===== src/rtl/move_button_decoder.sv =====
// Conditions four raw direction buttons (synchronise, debounce, press detect,
// arbitrate) and delivers one move per press through a one-deep valid/ready slot.
module move_button_decoder #(
    parameter int DEBOUNCE_CYCLES = 65536,
    parameter int CNT_W           = 16
) (
    input  logic       clk,
    input  logic       rst_n,
    input  logic [3:0] btn_raw,
    input  logic       move_ready,
    output logic       move_valid,
    output logic [1:0] move_dir,
    output logic [3:0] btn_level,
    output logic [7:0] drop_count
);
    localparam logic [CNT_W-1:0] CNT_LAST = CNT_W'(DEBOUNCE_CYCLES - 1);

    logic [3:0]       r_sync1;
    logic [3:0]       r_sync2;
    logic [CNT_W-1:0] r_cnt [4];
    logic [3:0]       r_level;
    logic             r_valid;
    logic [1:0]       r_dir;
    logic [7:0]       r_drop;

    logic [3:0] w_press;
    logic       w_any_press;
    logic [1:0] w_winner;
    logic [2:0] w_press_cnt;
    logic       w_slot_free;
    logic [2:0] w_drops;
    logic [8:0] w_drop_sum;

    // NOTE: flops use non-blocking (<=) so every register samples pre-edge values.
    always_ff @(posedge clk or negedge rst_n) begin
        if (!rst_n) begin
            r_sync1 <= '0;
            r_sync2 <= '0;
        end else begin
            r_sync1 <= btn_raw;
            r_sync2 <= r_sync1;
        end
    end

    // NOTE: the counter array is tiny, so it is cleared by reset like any other flop.
    always_ff @(posedge clk or negedge rst_n) begin
        if (!rst_n) begin
            r_level <= '0;
            for (int i = 0; i < 4; i++) r_cnt[i] <= '0;
        end else begin
            for (int i = 0; i < 4; i++) begin
                if (r_sync2[i] == r_level[i]) begin
                    r_cnt[i] <= '0;
                end else if (r_cnt[i] == CNT_LAST) begin
                    r_level[i] <= r_sync2[i];
                    r_cnt[i]   <= '0;
                end else begin
                    r_cnt[i] <= r_cnt[i] + CNT_W'(1);
                end
            end
        end
    end

    // NOTE: every signal driven here gets a default first, so no latch is inferred.
    always_comb begin
        w_press     = '0;
        w_press_cnt = '0;
        w_winner    = '0;
        for (int i = 0; i < 4; i++) begin
            w_press[i]  = r_sync2[i] && !r_level[i] && (r_cnt[i] == CNT_LAST);
            w_press_cnt = w_press_cnt + {2'b00, w_press[i]};
        end
        for (int i = 3; i >= 0; i--) begin
            if (w_press[i]) w_winner = 2'(i);
        end
        w_any_press = |w_press;
        w_slot_free = !r_valid || move_ready;
        if (!w_any_press)    w_drops = '0;
        else if (w_slot_free) w_drops = w_press_cnt - 3'd1;
        else                 w_drops = w_press_cnt;
        w_drop_sum = {1'b0, r_drop} + {6'b0, w_drops};
    end

    always_ff @(posedge clk or negedge rst_n) begin
        if (!rst_n) begin
            r_valid <= 1'b0;
            r_dir   <= '0;
            r_drop  <= '0;
        end else begin
            if (w_any_press && w_slot_free) begin
                r_valid <= 1'b1;
                r_dir   <= w_winner;
            end else if (r_valid && move_ready) begin
                r_valid <= 1'b0;
            end
            r_drop <= w_drop_sum[8] ? 8'hFF : w_drop_sum[7:0];
        end
    end

    assign move_valid = r_valid;
    assign move_dir   = r_dir;
    assign btn_level  = r_level;
    assign drop_count = r_drop;
endmodule


===== config.mk =====
export PLATFORM = sky130hd
export DESIGN_NAME = move_button_decoder
export DESIGN_NICKNAME = d
export VERILOG_FILES = /design/src/rtl/move_button_decoder.sv
export SDC_FILE = /design/constraint.sdc
export NUM_CORES = 1
export LEC_CHECK = 0
export ABC_AREA = 1
export CELL_PAD_IN_SITES_DETAIL_PLACEMENT = 1
export CELL_PAD_IN_SITES_GLOBAL_PLACEMENT = 2
export CORE_AREA = 2 2 95 120
export DETAILED_ROUTE_END_ITERATION = 8
export DIE_AREA = 0 0 97 122
export PLACE_DENSITY = 0.85
export RECOVER_POWER = 25
export SYNTH_ARGS = -nofsm -noshare
export SYNTH_HDL_FRONTEND = slang
export SYNTH_SLANG_ARGS = --single-unit

===== constraint.sdc =====
create_clock -name clk -period 11.27 [get_ports clk]
set_input_delay 1.6905 -clock clk [delete_from_list [all_inputs] [get_ports clk]]
set_output_delay 1.6905 -clock clk [all_outputs]
set_load 0.05 [all_outputs]

Yosys cells after proc, flatten, opt, wreduce, memory -nomap -nowiden
Index checks and enable logic that the tools add are counted.
{ "totals": {"reg_bits": 87} }
{ "op_classes": {"n_addsub": 9, "n_eq_ne": 8, "muxes": 17, "bitwise_logic": 4, "reduce_logical": 22} }
{ "ops": {"columns": ["operator", "count"], "rows": [
  ["16-bit 2-to-1 mux", 8],
  ["16-bit by 1-bit adder with 16-bit output, second input constant", 4],
  ["16-bit == test, second input constant", 4],
  ["1-bit logical AND", 10],
  ["8-bit by 3-bit adder with 9-bit output", 1],
  ["2-bit 2-to-1 mux", 4],
  ["8-bit 2-to-1 mux", 1],
  ["2-bit AND reduction", 4],
  ["3-bit 2-to-1 mux", 2],
  ["1-bit zero test", 5],
  ["1-bit == test", 4],
  ["1-bit inverter", 4],
  ["4-bit OR reduction", 1],
  ["2-bit by 1-bit adder with 3-bit output", 1],
  ["3-bit by 1-bit adder with 3-bit output", 1],
  ["3-bit by 1-bit subtractor with 3-bit output, second input constant", 1],
  ["1-bit by 1-bit adder with 2-bit output", 1],
  ["1-bit 2-to-1 mux", 2],
  ["2-bit nonzero test", 1],
  ["1-bit logical OR", 1]
]} }

Depth between registers and ports, before layout
{ "logic_depth": {"depth_word": 11, "ltp_mapped": 24, "ltp_nobuf": 24} }

Worst setup path after synthesis
OpenSTA, ideal clock, no wires.
{ "synth_timing": {"path_kind": "reg2reg", "startpoint": "register r_cnt[32] (netlist name)", "endpoint": "register r_drop[2] (netlist: drop_count[2])", "setup_ps": 134, "arrival_ps": 3614, "required_time_ps": 11136, "path_slack_ps": 7522, "path_stages_with_launch": 23, "n_path_buf": 0, "synth_period_minus_slack_ps": 3748, "cell_sequence": "dfrtp_1 ha_1 nand2_1 nor2_2 nand2_1 nor2_4 nand3_1 ha_1 ha_1 ha_1 ha_1 inv_1 ha_1 nand2_1 o211ai_1 inv_1 fa_1 nand2_1 inv_1 nor2_1 inv_1 nand3_1 o21ai_0"} }
{ "synth_between": {"elab_chain_cells": 10} }
{ "synth_rtl": {"columns": ["item", "line", "rtl"], "rows": [
  ["start: declaration", "20", "logic [CNT_W-1:0] r_cnt [4];"],
  ["start signal: indexed assignment", "58", "r_cnt[i] <= r_cnt[i] + CNT_W'(1);"],
  ["16-bit == test *", "70", "w_press[i] = r_sync2[i] && !r_level[i] && (r_cnt[i] == CNT_LAST);"],
  ["1-bit logical AND *", "70", null],
  ["1-bit by 1-bit adder with 2-bit output", "71", "w_press_cnt = w_press_cnt + {2'b00, w_press[i]};"],
  ["2-bit by 1-bit adder with 3-bit output", "71", null],
  ["3-bit by 1-bit adder with 3-bit output", "71", null],
  ["3-bit by 1-bit subtractor with 3-bit output", "79", "else if (w_slot_free) w_drops = w_press_cnt - 3'd1;"],
  ["3-bit 2-to-1 mux", "79", null],
  ["3-bit 2-to-1 mux *", "78", "if (!w_any_press) w_drops = '0;"],
  ["8-bit by 3-bit adder with 9-bit output *", "81", "w_drop_sum = {1'b0, r_drop} + {6'b0, w_drops};"],
  ["8-bit 2-to-1 mux *", "96", "r_drop <= w_drop_sum[8] ? 8'hFF : w_drop_sum[7:0];"],
  ["end signal: assignment", "96", null],
  ["end: declaration", "24", "logic [7:0] r_drop;"]
]} }
Mark *: on every way between the ends. The rest lies on a longest branch, timed or not.
A chain may end at the register's enable or synchronous reset.

Worst setup path in the final report
Same ends and word-level chain as after synthesis.

==> out/metrics.cfg <==
[yosys]
synth_edf_count=0
synthMuxAreaShare_pct=0.2314
synth-simple-area-share_pct=26.73
synth-xor-area-share_pct=4.050
postSynthAreaPerCell_sq_um=8.955
synthAdderAreaFrac_pct=5.091
async_reset_ff_share_pct=100.0
ys_warn_count=0
synthesis.nets=507
ys.flop_type=dfrtp_1
synthDistinctLibCells=36
synthCells=483
synth_compound_area_share_pct=7.579
synth_seq_cells=87
netlist_area_sq_um=4325
ys_seq_area_share_pct=50.33
synth_top_family_by_area=simple AND/OR/NAND/NOR gates

[clock_network]
clk_latency_ns=0.34
cts_root_buf=clkbuf_16
clk_pin_slew_ns=0.06
htreeDepth=3
post_cts_buffers=0
cts.hold.buffers_added=0
cts_tree=built
clockBufferDepth=2
cts_resized=0
clock-sinks=87
cts_buffers=9

[routing]
drc_errors=0
drtAntennaViolNets=0
dr.pass1.iters=5
drt-initial-drc-count=68
dr_total_vias=3273
viasPerCell=5.005
wl_per_cell_microns=14.05
routed_wirelength_microns=9186

[floorplan]
ios=22
fp.dieW_microns=97
design.core.area_sq_um=10810
floorplan.die.height_microns=122
initial_utilization_pct=40.00
floorplan.die_area_sq_um=11830
rows=43

[status]
status=finished, violations left
violations=max-capacitance violations, max-slew violations

[final_layout]
final_cells=654
area_growth_pct=13.71
layout-drive-gt1-share_pct=8.092
layout.nets=540
antennaDiodeCount=0
final_cell_area_sq_um=4918

[global_route]
grt_pass1_wl_microns=16100
first_global_vias=3469
gr-total-overflow=0
grt_usage_pct=16.95
grt_max_degree=57
antenna_found_initial=0

[timing]
min_period_ns=4.484
worst_slack_ns=6.786
rsz0062_at_grt=false
finalSetupViolations=0
slew_violations=33
max-slew-margin-rel_pct=-18.51
fin_tns_setup_ns=0
worstMarginPinSlew_ns=1.778
clock.fmax_mhz=223.0
finalCritPeriodShare_pct=39.79
finClkSkew_ns=0.004974
hold_viol_final=0

[worst_setup_path]
criticalPathCategory=flop to flop
crit_arrival_ns=4.69
startpoint=r_cnt[32]$_DFF_PN0_
cp.required_ns=11.47
worstReg2RegStart=r_cnt[32]$_DFF_PN0_
critPathCaptureType=flop
path_max_fanout=7
startpoint_type=flop

[power]
leakage_nw=2.294
p_per_area_nw_per_um2=129.6
vdd_drop_max_uv=64.22
fin_total_pwr_mw=0.6375

[place]
io_buffers=21
dp.cells=640
hpwl_microns=6726
place_area_sq_um=4710
pre_cts_slack_ns=7.019
routabilityCongestion=0.8072

[min_path]
hp-start=r_sync1[0]$_DFF_PN0_
hold_class=flop to flop

[run]
maxCapViolCount=1

[final cells by class]
cell class,count,area [sq um]
Fill cell,1289,5896
Sequential cell,87,2177
Multi-Input combinational cell,327,1815
Inverter,69,259.0
Clock buffer,10,239.0
Timing Repair Buffer,22,211.5
Tap cell,135,168.9
Clock inverter,4,47.55
[critical path, stage by stage, from the launching register on]
cell and delay (ns):
dfrtp_1 0.37, ha_1 0.18, nand2_1 0.07, nor2_1 0.21, nand2_1 0.13, nor2_1 0.35
nand3_1 0.21, ha_1 0.34, ha_1 0.28, ha_1 0.18, ha_1 0.29, inv_1 0.06
ha_1 0.27, nand2_1 0.05, o211ai_1 0.11, inv_1 0.11, fa_1 0.42, nand2_1 0.08
inv_1 0.04, nor2_1 0.15, inv_1 0.08, nand3_1 0.22, o21ai_0 0.15
[state kept, by name (all words and copies together) (netlist names)]
signal,count
move_valid,1
drop_count,8
r_sync1,4
r_sync2,4
r_cnt,64
btn_level,4
move_dir,2
[routing by layer]
metal,up-vias,track usage [%],wire (microns)
li1,1621,-,-
met1,1613,20.18,4106
met2,28,29.77,4675
met3,11,4.016,250
met4,0,6.514,153
met5,-,0,0
[synth_stat cells, types with 2 or more instances]
cell type / number / area share (%)
nand3_1: 26 / 3.0
and3_1: 2 / 0.29
nor3b_1: 9 / 1.6
nand2_4: 2 / 0.52
o21a_1: 3 / 0.52
nor3_4: 2 / 0.75
nand4_1: 8 / 1.2
nand2_2: 8 / 1.2
xor2_1: 13 / 2.6
nor3_1: 10 / 1.2
a21oi_1: 23 / 2.7
o21ai_2: 2 / 0.41
nor2_4: 6 / 1.6
ha_1: 16 / 4.6
dfrtp_1: 87 / 50
inv_1: 61 / 5.3
nor3_2: 2 / 0.46
a31oi_1: 4 / 0.58
xnor2_1: 7 / 1.4
o21ai_0: 18 / 2.1
inv_2: 8 / 0.69
nor2_2: 6 / 0.87
nand2_1: 73 / 6.3
o21bai_1: 2 / 0.35
a211oi_1: 4 / 0.69
or2_2: 2 / 0.29
nor2_1: 70 / 6.1
[worst paths after layout]
kind	end	slack, ns	cells after the start
max	drop_count[2]$_DFF_PN0_	6.79	22
min	r_sync2[0]$_DFF_PN0_	0.35	0
max reg2reg	drop_count[2]$_DFF_PN0_	6.79	22
min reg2reg	r_sync2[0]$_DFF_PN0_	0.35	0
max in group asynchronous	r_cnt[43]$_DFF_PN0_	7.87	2
min in group asynchronous	r_cnt[18]$_DFF_PN0_	1.81	1
[where the power goes]
group,total (mW),switching (mW),internal (mW)
combinational,0.0218,0.0153,0.00646
sequential,0.320,0.00293,0.317
clock,0.296,0.121,0.175
[layout by cell type (no fill, tap or decap), types with 2 or more instances in the layout]
cell type,n
dfrtp_1,87
nor2_1,79
nand2_1,76
inv_1,62
nand3_1,26
a21oi_1,23
clkdlybuf4s50_1,20
o21ai_0,18
ha_1,16
xor2_1,13
nor3_1,11
nor3b_1,9
clkbuf_16,9
nand4_1,8
xnor2_1,7
nand2_2,6
inv_2,6
a211oi_1,4
a31oi_1,4
o21a_1,3
nor2_2,2
o21bai_1,2
and3_1,2
nor3_4,2
nor2_4,2
or2_2,2
o21ai_2,2
clkinv_2,2
[stage by stage]
stage	hold WS, ns	utilization [%]
floorplan	0.3312	-
global placement	0.3315	43.55
detailed placement	0.3356	43.55
CTS	0.3494	46.20
global route	0.3596	45.48
finish	0.3461	45.48
[kinds of logic after synthesis]
group | count (synthesis)
simple gates | 231
flops | 87
buf+inv | 69
compound gates | 58
xor+xnor | 20
fa+ha+maj | 17
mux | 1
(Power assumes the default switching activity.)
